==> config.mk <==
export PLATFORM = sky130hd
export DESIGN_NAME = ysyx_25070198_lsu
export DESIGN_NICKNAME = d
export VERILOG_FILES = /design/src/rtl/ysyx_25070198_pkg.sv /design/src/rtl/ysyx_25070198_lsu_align.sv /design/src/rtl/ysyx_25070198_lsu.sv
export SDC_FILE = /design/constraint.sdc
export NUM_CORES = 1
export LEC_CHECK = 0
export BUFFER_PORTS_ARGS = -buffer_cell sky130_fd_sc_hd__buf_2
export CAP_MARGIN = 25
export CELL_PAD_IN_SITES_DETAIL_PLACEMENT = 0
export CELL_PAD_IN_SITES_GLOBAL_PLACEMENT = 2
export CORE_UTILIZATION = 33
export CTS_CLUSTER_DIAMETER = 50
export CTS_CLUSTER_SIZE = 30
export DETAILED_ROUTE_END_ITERATION = 16
export PLACE_DENSITY_LB_ADDON = 0.1
export RECOVER_POWER = 50
export SLEW_MARGIN = 0
export SYNTH_ARGS = -nofsm -noshare
export SYNTH_HDL_FRONTEND = slang
export SYNTH_SLANG_ARGS = --single-unit
==> constraint.sdc <==
create_clock -name clk -period 5.4 [get_ports clk]
set_input_delay 0.54 -clock clk [delete_from_list [all_inputs] [get_ports clk]]
set_output_delay 0.54 -clock clk [all_outputs]
set_load 0.02 [all_outputs]
==> src/rtl/ysyx_25070198_pkg.sv <==
`timescale 1ns/1ps
`default_nettype none
// ============================================================================
//  Module   : ysyx_25070198_pkg
//  Purpose  : Shared types and codes for the load/store unit: FSM state
//             encoding, access size codes and response error codes.
//  Revision : 1.0 - initial release
// ============================================================================
package ysyx_25070198_pkg;

    typedef enum logic [1:0] {
        LSU_IDLE = 2'd0,
        LSU_REQ  = 2'd1,
        LSU_WAIT = 2'd2,
        LSU_RESP = 2'd3
    } lsu_state_e;

    localparam logic [1:0] SZ_B = 2'd0;
    localparam logic [1:0] SZ_H = 2'd1;
    localparam logic [1:0] SZ_W = 2'd2;
    localparam logic [1:0] SZ_D = 2'd3;

    localparam logic [1:0] LSU_OK       = 2'd0;
    localparam logic [1:0] LSU_MISALIGN = 2'd1;
    localparam logic [1:0] LSU_BUSERR   = 2'd2;
    localparam logic [1:0] LSU_TIMEOUT  = 2'd3;

endpackage
`default_nettype wire

==> src/rtl/ysyx_25070198_lsu_align.sv <==
`timescale 1ns/1ps
`default_nettype none
// ============================================================================
//  Module   : ysyx_25070198_lsu_align
//  Purpose  : Combinational byte-lane steering. Stores: shift data into its
//             lanes and build the byte-enable. Loads: shift the addressed
//             bytes down and sign/zero-extend to XLEN.
//  Revision : 1.0 - initial release
// ============================================================================
module ysyx_25070198_lsu_align
    import ysyx_25070198_pkg::*;
#(
    parameter int XLEN = 32
) (
    input  logic [1:0]                   size,
    input  logic                         is_unsigned,
    input  logic [$clog2(XLEN/8)-1:0]    off,
    input  logic [XLEN-1:0]              st_data_in,
    input  logic [XLEN-1:0]              ld_data_in,
    output logic [XLEN-1:0]              st_data,
    output logic [XLEN/8-1:0]            st_mask,
    output logic [XLEN-1:0]              ld_data
);

    localparam int NB = XLEN / 8;

    logic [NB-1:0]   w_mask_base;
    logic [XLEN-1:0] w_ld_shift;
    logic            w_sign;
    logic            w_fill;

    // Byte-enable for an access of 2^size bytes starting at lane 0
    always_comb begin
        w_mask_base = '0;
        for (int i = 0; i < NB; i++) begin
            if (i < (1 << size)) w_mask_base[i] = 1'b1;
        end
    end

    assign st_mask    = w_mask_base << off;
    assign st_data    = st_data_in << {off, 3'b000};
    assign w_ld_shift = ld_data_in >> {off, 3'b000};

    // Pick the top bit of the accessed field and fill everything above it
    always_comb begin
        w_sign  = 1'b0;
        w_fill  = 1'b0;
        ld_data = w_ld_shift;
        case (size)
            SZ_B:    w_sign = w_ld_shift[7];
            SZ_H:    w_sign = w_ld_shift[15];
            SZ_W:    w_sign = w_ld_shift[31];
            default: w_sign = w_ld_shift[XLEN-1];
        endcase
        w_fill = w_sign & ~is_unsigned;
        for (int i = 0; i < XLEN; i++) begin
            if (i >= (8 << size)) ld_data[i] = w_fill;
        end
    end

endmodule
`default_nettype wire

==> src/rtl/ysyx_25070198_lsu.sv <==
`timescale 1ns/1ps
`default_nettype none
// ============================================================================
//  Module   : ysyx_25070198_lsu
//  Purpose  : Multi-cycle handshaked load/store unit between the EXU and the
//             data-memory bus. One outstanding access; detects misalignment,
//             bus errors and response timeouts.
//  Revision : 1.0 - initial release
// ============================================================================
module ysyx_25070198_lsu
    import ysyx_25070198_pkg::*;
#(
    parameter int XLEN    = 32,
    parameter int AW      = 32,
    parameter int TIMEOUT = 255
) (
    input  logic                 clk,
    input  logic                 rst,
    input  logic                 req_valid,
    output logic                 req_ready,
    input  logic                 req_wen,
    input  logic [1:0]           req_size,
    input  logic                 req_unsigned,
    input  logic [AW-1:0]        req_addr,
    input  logic [XLEN-1:0]      req_wdata,
    output logic                 resp_valid,
    input  logic                 resp_ready,
    output logic [XLEN-1:0]      resp_rdata,
    output logic [1:0]           resp_err,
    output logic                 mem_valid,
    input  logic                 mem_ready,
    output logic                 mem_wen,
    output logic [AW-1:0]        mem_addr,
    output logic [XLEN-1:0]      mem_wdata,
    output logic [XLEN/8-1:0]    mem_wmask,
    input  logic                 mem_rvalid,
    input  logic [XLEN-1:0]      mem_rdata,
    input  logic                 mem_err
);

    localparam int OFFW = $clog2(XLEN / 8);
    localparam int CW   = $clog2(TIMEOUT + 1);
    localparam logic [CW-1:0] c_cnt_last = CW'(TIMEOUT - 1);
    localparam logic [CW-1:0] c_cnt_max  = CW'(TIMEOUT);

    lsu_state_e         r_state;
    lsu_state_e         w_state_nxt;
    logic               r_wen;
    logic [1:0]         r_size;
    logic               r_unsigned;
    logic [AW-1:0]      r_addr;
    logic [XLEN-1:0]    r_wdata;
    logic [XLEN-1:0]    r_rdata;
    logic [1:0]         r_err;
    logic [CW-1:0]      r_cnt;

    logic               w_misalign;
    logic               w_expired;
    logic [CW-1:0]      w_cnt_inc;
    logic [XLEN-1:0]    w_st_data;
    logic [XLEN/8-1:0]  w_st_mask;
    logic [XLEN-1:0]    w_ld_data;

    ysyx_25070198_lsu_align #(
        .XLEN (XLEN)
    ) u_align (
        .size        (r_size),
        .is_unsigned (r_unsigned),
        .off         (r_addr[OFFW-1:0]),
        .st_data_in  (r_wdata),
        .ld_data_in  (mem_rdata),
        .st_data     (w_st_data),
        .st_mask     (w_st_mask),
        .ld_data     (w_ld_data)
    );

    // Natural alignment check on the incoming request; D is illegal on RV32
    always_comb begin
        w_misalign = 1'b0;
        case (req_size)
            SZ_B:    w_misalign = 1'b0;
            SZ_H:    w_misalign = req_addr[0];
            SZ_W:    w_misalign = |req_addr[1:0];
            default: w_misalign = (XLEN == 32) || (|req_addr[2:0]);
        endcase
    end

    // r_cnt counts cycles already spent in REQ+WAIT; this cycle is the last allowed one
    assign w_expired = (r_cnt >= c_cnt_last);
    assign w_cnt_inc = (r_cnt == c_cnt_max) ? r_cnt : r_cnt + 1'b1;

    // State register
    always_ff @(posedge clk or negedge rst) begin
        if (!rst) r_state <= LSU_IDLE;
        else      r_state <= w_state_nxt;
    end

    // Next-state logic; a bus handshake or response beats a coincident timeout
    always_comb begin
        w_state_nxt = r_state;
        case (r_state)
            LSU_IDLE: if (req_valid) w_state_nxt = w_misalign ? LSU_RESP : LSU_REQ;
            LSU_REQ: begin
                if (mem_ready)      w_state_nxt = LSU_WAIT;
                else if (w_expired) w_state_nxt = LSU_RESP;
            end
            LSU_WAIT: if (mem_rvalid || w_expired) w_state_nxt = LSU_RESP;
            LSU_RESP: if (resp_ready) w_state_nxt = LSU_IDLE;
            default:  w_state_nxt = LSU_IDLE;
        endcase
    end

    // Request capture, timeout counting and result/error capture
    always_ff @(posedge clk or negedge rst) begin
        if (!rst) begin
            r_wen      <= 1'b0;
            r_size     <= SZ_B;
            r_unsigned <= 1'b0;
            r_addr     <= '0;
            r_wdata    <= '0;
            r_rdata    <= '0;
            r_err      <= LSU_OK;
            r_cnt      <= '0;
        end else begin
            case (r_state)
                LSU_IDLE: begin
                    if (req_valid) begin
                        r_wen      <= req_wen;
                        r_size     <= req_size;
                        r_unsigned <= req_unsigned;
                        r_addr     <= req_addr;
                        r_wdata    <= req_wdata;
                        r_rdata    <= '0;
                        r_err      <= w_misalign ? LSU_MISALIGN : LSU_OK;
                        r_cnt      <= '0;
                    end
                end
                LSU_REQ: begin
                    r_cnt <= w_cnt_inc;
                    if (!mem_ready && w_expired) r_err <= LSU_TIMEOUT;
                end
                LSU_WAIT: begin
                    r_cnt <= w_cnt_inc;
                    if (mem_rvalid) begin
                        if (mem_err) begin
                            r_err   <= LSU_BUSERR;
                            r_rdata <= '0;
                        end else begin
                            r_err   <= LSU_OK;
                            r_rdata <= r_wen ? '0 : w_ld_data;
                        end
                    end else if (w_expired) begin
                        r_err <= LSU_TIMEOUT;
                    end
                end
                default: ;
            endcase
        end
    end

    assign req_ready  = (r_state == LSU_IDLE);
    assign resp_valid = (r_state == LSU_RESP);
    assign resp_rdata = r_rdata;
    assign resp_err   = r_err;
    assign mem_valid  = (r_state == LSU_REQ);
    assign mem_wen    = r_wen;
    assign mem_addr   = {r_addr[AW-1:OFFW], {OFFW{1'b0}}};
    assign mem_wdata  = w_st_data;
    assign mem_wmask  = r_wen ? w_st_mask : '0;

endmodule
`default_nettype wire

* Word-level counts from Yosys, hierarchy flattened
Cells that the tools add are included.
Cells by class: $add $sub $neg 1, magnitude comparators 37, equality and inequality tests 15, shifts and indexed selects 5, multiplexer cells 60, bitwise operators 2, reduce and logical (&&, ||, !) cells 16
Operator list (count):
- $ge A6 B32 Y1 const A | 16
- $ge A5 B32 Y1 const A | 8
- $ge A4 B32 Y1 const A | 4
- $mux W32 | 4
- $ge A3 B32 Y1 const A | 2
- $lt A3 B32 Y1 const A | 2
- $pmux W32 S2 | 1
- $mux W1 | 37
- $ge A1 B32 Y1 const A | 1
- $ge A2 B32 Y1 const A | 1
- $lt A1 B32 Y1 const A | 1
- $lt A2 B32 Y1 const A | 1
- $shl A1 B2 Y32 const A | 1
- $shl A32 B5 Y32 | 1
- $shl A4 B2 Y32 const A | 1
- $shr A32 B5 Y32 | 1
- $mux W2 | 10
- $mux W8 | 2
- $pmux W8 S2 | 1
- $add A8 B1 Y8 const B | 1
- $eq A8 B8 Y1 const B | 1
- $ge A8 B8 Y1 const B | 1
- $ne A2 B2 Y1 const B | 4
- $pmux W2 S4 | 1
- other kinds (22) | 33
Storage, ports and cells: flip-flop bits (word level) 112, input bits 107

* Longest topological paths before layout
Gate-level depths: netlist of run 1.
word-level depth 8, depth in mapped cells 9, gate-level depth less buffers 6

* By module
A second synthesis of run 1 with hierarchy kept.
Unflattened totals: cell total of the unflattened synthesis 615, area, all modules 6207.2 µm²
By module, submodules not included:
- ysyx_25070198_lsu | times used 1, cells each 410, area an instance 4853.4 µm², seq. area each 2802.7 µm²
- ysyx_25070198_lsu_align | times used 1, cells each 205, area an instance 1353.8 µm², seq. area each 0.0 µm²

* Worst setup path after synthesis of run 1
Ideal clock, no wire load.
path kind flip-flop to output port, start reg r_addr[0], end out mem_wdata[16], arrival time 1.531 ns, required time 4.860 ns, slack 3.329 ns, cell stages (with the launch flop) 6, cell sequence dfrtp_1 > buf_6 > buf_4 > buf_2 > clkbuf_1 > o21ai_0
On the way: cells in the longest elaborated chain, start to end 1
Ends and longest elaborated chain:
- start, declared | RTL line ysyx_25070198_lsu.sv:51 | logic [AW-1:0] r_addr;
- start signal, assigned | RTL line ysyx_25070198_lsu.sv:131 | r_addr <= req_addr;
- $shl A32 B5 Y32 | RTL line ysyx_25070198_lsu_align.sv:41 | assign st_data = st_data_in << {off, 3'b000};
- end, declared | RTL line ysyx_25070198_lsu.sv:34 | output logic [XLEN-1:0] mem_wdata,
Every way passes these cells.

==> summary.txt, run 1 <==
Outcome
  – Status: complete, but fails checks
  – Failing checks: max-capacitance violations, max-slew violations

Placement
  – Placed Cells: 889
  – Detailed Place HPWL: 11500 um
  – Placed Area: 6830 um2
  – IO buf count: 210
  – Gpl congestion: 0.749

Routing
  – Via count: 4541
  – Initial drt markers: 189
  – Via density per instance: 5.00
  – Wirelength, routed: 15900 um
  – First-pass DRT Iterations: 5
  – DRC Markers: 0
  – Routed WL per cell: 17.5 um
  – ANT nets after route: 0

Setup path
  – Slowest-stage cell, CP: clkbuf_1
  – Reg2Reg Launch Point: r_state[0]$_DFFE_PN0P_
  – Setup CP Type: input pin to asynchronous set/reset pin
  – Buffers & Inverters on Critical Path: 2
  – Cells on worst reg2reg path: 5
  – Reg-to-reg endpoint: r_cnt[2]$_DFFE_PN0P_
  – R2R Setup Slk: 2.98 ns
  – Max FO, Critical Path: 61
  – Top Family by Delay on Critical Path: buffers and inverters
  – Nature of the critical path endpoint: asynchronous set/reset pin
  – Crit path cell chain: clkbuf_1 > buf_4
  – Critical Path AT: 3.83 ns
  – Startpoint Class: input pin
  – Max incr delay on CP: 2.36 ns
  – Required @ worst endpoint: 5.77 ns

Timing
  – F_max: 289 MHz
  – Setup TNS: 0 ns
  – Max-slew violations: 62
  – Unrepaired setup endpoints after global routing: false
  – # setup viols final: 0
  – Slew HR: -127%
  – Slew @ Worst Pin: 3.40 ns
  – Fin crit share: 64.1%
  – Final hold vios: 0
  – Tmin final: 3.46 ns
  – Clock Skews: 0.00334 ns

Global route
  – Number of global-route vias before repair: 4527
  – GRT Residual Overflow: 0
  – First-pass GRT wire length: 24600 um
  – Initial antenna violation count: 2
  – Overall Global Routing Usage: 17.7%
  – Largest net degree at the start of global routing: 70

Pwr
  – P_leak: 0.00336 uW
  – PD cells: 638 nW/um2
  – Worst VDD drop: 0.230 mV

Clock tree
  – TritonCTS buffer count: 9
  – Clk buf depth: 2
  – Hold buffers post-CTS: 0
  – CTS resizes: 0
  – Root Buffer: clkbuf_16
  – Clock Pin Slew Worst Setup and Hold Paths: 0.07 ns
  – CTS tree: yes
  – Clock Latency Late Sink: 0.35 ns
  – Sink Count: 112
  – Setup Buffers After CTS: 0
  – H-tree depth: 3

Hold path
  – Min-Delay Path Depth: 2
  – Worst Hold End: r_addr[21]$_DFFE_PN0P_
  – Critical hold path startpoint: req_addr[21]
  – Min-Delay Path Class: input pin to flop

Final layout
  – Commonest non-fill, non-tap cell in the layout: buf_2
  – Synthesis-to-layout area growth: 20.2%
  – Fin nets: 789
  – Cell area after layout: 7060 um2
  – Final Instance Count excl. Fillers: 908
  – Commonest non-fill, non-tap cells in the layout: 144 x buf_2, 110 x dfrtp_1, 71 x mux2_2
  – Utilization after layout: 40.7%
  – Layout cells sized above 1: 36.3%

Logic synthesis
  – Synth Cell Area: 5870 um2
  – Number of library cell types mapped by synthesis: 51
  – Cell taking the most area after synthesis: dfrtp_1
  – Seq/Total Area, Yosys: 47.7%
  – Post-synth top flop: dfrtp_1
  – Synth Warn #: 0
  – Asr flop ratio synth: 100%
  – Largest cells by area after synthesis: dfrtp_1 48%, mux2_2 14%, mux2i_1 5.8%
  – Syn Inst Count: 513
  – EDFF count, synth: 0
  – Share of the synthesized area in the top cell type: 47.7%
  – Post-Syn Area per Cell: 11.4 um2
  – Yosys reg bits: 112

Floorplan
  – Initial Util: 33.8%
  – Cell row count: 48
  – Area of the core: 17400 um2
  – Die area: 18300 um2
  – I/O Pins: 213
  – Die width: 135 um
  – DIE HEIGHT: 135 um

Job
  – Max cap viols: 1
[layer usage]
layer,vias up,track usage (%),routed length (um)
met5,-,0,0
met4,0,6.55,214
met3,12,4.56,1110
met2,157,28.4,7750
met1,2214,22.8,6820
li1,2158,-,-
[sequential cells by signal (all words and copies together), names as in the netlist]
| signal | flops |
|---|---|
| r_addr | 32 |
| r_state | 2 |
| r_wdata | 32 |
| r_size | 2 |
| r_cnt | 8 |
| mem_wen | 1 |
| resp_rdata | 32 |
| resp_err | 2 |
| r_unsigned | 1 |
[worst max path at each step]
| stage | cells past startpoint | endpoint | start | slack (ns) |
|---|---|---|---|---|
| CTS | 4 | mem_wdata[2] | r_addr[1]$_DFFE_PN0P_ | 2.21 |
| finish | 2 | r_addr[0]$_DFFE_PN0P_ | rst | 1.94 |
| global placement | 4 | mem_wmask[0] | r_addr[1]$_DFFE_PN0P_ | 2.62 |
| detailed placement | 4 | mem_wdata[2] | r_addr[1]$_DFFE_PN0P_ | 2.60 |
| global route | 2 | r_addr[0]$_DFFE_PN0P_ | rst | 1.25 |
| floorplan | 5 | mem_wdata[16] | r_addr[0]$_DFFE_PN0P_ | 3.33 |
[cells by family after synthesis]
kind of cell	after synthesis	share of synthesized area, %
AOI/OAI and AO/OA	112	14.0
DFF	112	47.7
other	1	0.0639
buffers and inverters	70	7.63
xor gates and xnor gates	2	0.298
and+or+nand+nor	103	8.95
adders and majority gates	6	1.28
muxes	107	20.1
[through the flow]
stage          setup slack [ns]  total power [uW]  hold WS, ns
6_report                   1.94              4510        0.418
5_1_grt                    1.25              4840        0.399
4_1_cts                    2.21              4620        0.298
3_5_place_dp               2.60              3910        0.479
3_3_place_gp               2.62              3880        0.475
2_1_floorplan              3.33              3330        0.244
[where the power goes]
part	total (uW)	switching, uW	internal (uW)	leakage, uW
clock	680	306	374	0.000139
sequential	1530	338	1190	0.00140
combinational	2290	1370	925	0.00181
total	4510	2010	2490	0.00336
[Yosys cell counts (4+ instances only)]
cell type,count
mux2i_1,34
a32o_1,7
buf_4,34
nand4_1,5
a211oi_1,8
inv_1,5
buf_6,4
mux2_2,71
o31ai_1,4
dfrtp_1,112
o21ai_0,22
and2_1,9
a22o_1,9
nor2b_1,17
a221o_1,8
a21oi_1,22
nand2b_1,4
nor2_1,26
a211o_1,15
ha_1,6
buf_2,22
clkbuf_1,5
nand2_1,25
[layout make-up]
type	instances	area [um2]
sequential	112	2810
antenna	2	5.00
multi-input combinational	332	2640
clock buffer	12	246
clock inverter	4	53.8
fill	1788	10300
timing repair buffer	216	1010
tap	225	282
inverter	5	18.8
No activity file was read; power rests on OpenSTA's default activity.
==> inputs of run 2 (changes only) <==
--- a/config.mk
+++ b/config.mk
@@ -9,7 +9,7 @@
 export CAP_MARGIN = 25
 export CELL_PAD_IN_SITES_DETAIL_PLACEMENT = 0
 export CELL_PAD_IN_SITES_GLOBAL_PLACEMENT = 2
-export CORE_UTILIZATION = 33
+export CORE_UTILIZATION = 28
 export CTS_CLUSTER_DIAMETER = 50
 export CTS_CLUSTER_SIZE = 30
 export DETAILED_ROUTE_END_ITERATION = 16
==> constraint.sdc (replaced) <==
create_clock -name clk -period 2.82 [get_ports clk]
set_input_delay 0.282 -clock clk [delete_from_list [all_inputs] [get_ports clk]]
set_output_delay 0.282 -clock clk [all_outputs]
set_load 0.02 [all_outputs]
==> run 2 against run 1 <==
Net effect:
- the run now ends clean
- clock power increased by 100%
- flip-flop and latch count is the same
- register-to-register slack worse by 2.3 ns
- worst setup slack worse by 1.5 ns
- core utilization is 5.3 points lower
- clock-buffer cell count did not move
- cell area rose by 2.0%
- largest cell class unchanged
- largest power group unchanged
- highest routed layer unchanged
- first-iteration DRC count shrank 20%
- clock skew is 0.0090 ns higher
- sequential share of layout area shrank 0.77 points
- via count rose by 0.68%
- sequential power rose by 90%
==> summary.txt, run 2 (synthesis gave the netlist of run 1 again) <==
Clock tree
  – Clock Pin Slew Worst Setup and Hold Paths: 0.08 ns (about the same)
  – Clock Latency Late Sink: 0.35 ns (about the same)
  – Clk buf depth: 2 (unchanged)
  – CTS tree: yes
  – CTS resizes: 0 (unchanged)
  – Root Buffer: clkbuf_16
  – H-tree depth: 3 (unchanged)
  – Setup Buffers After CTS: 0 (unchanged)
  – Sink Count: 112 (unchanged)
  – TritonCTS buffer count: 9 (unchanged)

Final layout
  – Fin nets: 795 (+0.76%)
  – Synthesis-to-layout area growth: 22.6%
  – Area of the multi-input gates: 2640 um2 (about the same)
  – Final Instance Count excl. Fillers: 957 (+5.4%)
  – Register area: 2810 um2 (unchanged)
  – Commonest non-fill, non-tap cells in the layout: 144 x buf_2, 110 x dfrtp_1, 71 x mux2_2
  – Layout cells sized above 1: 36.8% (+0.56 points)
  – # fillers: 2185 (+22%)
  – Commonest non-fill, non-tap cell in the layout: buf_2
  – N_diodes: 0 (-2)
  – Utilization after layout: 35.4% (-5.3 points)

Routing
  – Initial drt markers: 151 (-20%)
  – Routed WL per cell: 17.6 um (+0.70%)
  – DRC Markers: 0 (unchanged)
  – Via density per instance: 4.78 (-4.5%)
  – ANT nets after route: 0 (unchanged)
  – Via count: 4572 (+0.68%)
  – First-pass DRT Iterations: 4 (-1)
  – Wirelength, routed: 16900 um (+6.1%)

Floorplan
  – Initial Util: 28.8% (-5.0 points)
  – I/O Pins: 213 (unchanged)
  – Area of the core: 20400 um2 (+17%)
  – Die width: 147 um (+8.4%)
  – Die area: 21600 um2 (+18%)
  – Cell row count: 52 (+8.3%)
  – DIE HEIGHT: 147 um (+8.4%)

Placement
  – IO buf count: 210 (unchanged)
  – Detailed Place HPWL: 12500 um (+8.8%)
  – Setup Slack @ Placement: 0.697 ns (-1.90 ns)
  – Placed Cells: 940 (+5.7%)
  – Gpl congestion: 0.747 (-0.31%)

Job
  – Max cap viols: 0 (-1)

Setup path
  – Required @ worst endpoint: 2.54 ns (-3.23 ns)
  – Critical Path AT: 2.09 ns (-1.74 ns)
  – Worst Setup EP: mem_wdata[29]
  – R2R Setup Slk: 0.71 ns (-2.27 ns)
  – Setup CP Type: flop to primary output
  – Reg2Reg Launch Point: r_state[0]$_DFFE_PN0P_
  – Max FO, Critical Path: 27 (-56%)
  – Reg-to-reg endpoint: resp_rdata[25]$_DFFE_PN0P_
  – Cells on worst reg2reg path: 6 (+1)
  – Startpoint Class: flop
  – Nature of the critical path endpoint: primary output
  – Setup crit start: r_addr[1]$_DFFE_PN0P_

Pwr
  – Comb pwr share: 51.3% (+0.4 points)
  – P_leak: 0.00340 uW (+1.5%)
  – PD cells: 1220 nW/um2 (+91%)
  – Clock Power Share: 15.8% (+0.7 points)
  – Net switching power: 3900 uW (+94%)
  – Internal Power: 4880 uW (+96%)
  – Worst VDD drop: 0.435 mV (+89%)
  – Switching Fraction: 44.4% (-0.25 points)
  – Sequential cell fraction of total power: 33.0% (-1.0 points)

Global route
  – Overall Global Routing Usage: 15.8% (-1.9 points)
  – GRT Residual Overflow: 0 (unchanged)
  – Initial antenna violation count: 1 (-1)
  – Number of global-route vias before repair: 4722 (+4.3%)
  – Largest net degree at the start of global routing: 73 (+4.3%)
  – First-pass GRT wire length: 26500 um (+7.6%)

Outcome
  – Status: completed

Hold path
  – Critical hold path startpoint: req_addr[16]
  – Min-Delay Path Class: input pin to flop

Timing
  – Fin crit share: 84.2%
  – Slew HR: 27.4% (+150 points)
  – Setup TNS: 0 ns (unchanged)
  – Slew @ Worst Pin: 1.09 ns (-2.31 ns)
  – Max-slew violations: 0 (-100%)
  – F_max: 421 MHz
  – Unrepaired setup endpoints after global routing: false
  – WHS: 0.154 ns (-0.264 ns)
  – Tmin final: 2.38 ns
  – Final hold vios: 0 (unchanged)
  – Fin worst setup slack: 0.445 ns (-1.49 ns)
  – # setup viols final: 0 (unchanged)
  – Clock Skews: 0.0123 ns (+0.00898 ns)
-- run 2: cell types whose count changed in the layout (fill, tap and decap cells not counted) --
cell and delta:
buf_4 +3, buf_12 +2, diode_2 -2, bufinv_16 +1
clkbuf_2 +1, clkbuf_8 -1, clkinv_4 -1, clkinvlp_4 -1
dlygate4sd3_1 +1, inv_6 +1, nor2b_1 -1, nor2b_2 +1
-- run 2: critical path, stage by stage, from the launching register on --
cell and delay, ns:
dfrtp_2 0.73, buf_4 0.41, nor2b_1 0.10, a211oi_1 0.25
a21oi_1 0.07, buf_2 0.18
-- run 2: how the worst min path moves through the flow --
stage	to	slack, ns	depth (start not counted)
CTS	r_wdata[29]$_DFFE_PN0P_	0.14	2
floorplan	mem_wen$_DFFE_PN0P_	-0.01	0
global placement	resp_rdata[28]$_DFFE_PN0P_	0.31	1
finish	r_addr[16]$_DFFE_PN0P_	0.15	2
detailed placement	resp_rdata[30]$_DFFE_PN0P_	0.31	1
global route	r_wdata[25]$_DFFE_PN0P_	0.14	2
-- run 2: per-layer routing --
metal	part of all wire [%]	track usage [%]	vias to the layer above
li1	-	-	2169
met1	42	19.7	2243
met2	50	27.2	146
met3	6.3	3.63	14
met4	1.2	4.11	0
met5	0	0	-
-- run 2: layout make-up --
class,instances,share of cell area [%]
flip-flops and latches,112,39.0
repair buffers,222,15.1
well taps,270,4.69
multi-input cells,332,36.6
clock inverters,4,1.06
clock buffers,12,3.28
inverters,5,0.261
-- run 2: power groups by stage --
stage               clock network, uW  registers, uW  logic [uW]
floorplan                           0           2810        3560
global placement                    0           2890        4640
detailed placement                  0           2920        4670
CTS                              1450           2890        4680
global route                     1490           3010        4900
finish                           1380           2900        4500
-- run 2: stage by stage --
step / instance area [um2] / power (uW)
floorplan: 5880 / 6370
global placement: 6960 / 7520
detailed placement: 6960 / 7600
CTS: 7280 / 9030
global route: 7200 / 9400
finish: 7200 / 8780
-- run 2: timing repair --
action,in CTS,in global routing
setup endpoints to repair,0,0
hold endpoints to repair,40,0
hold buffers,1,0
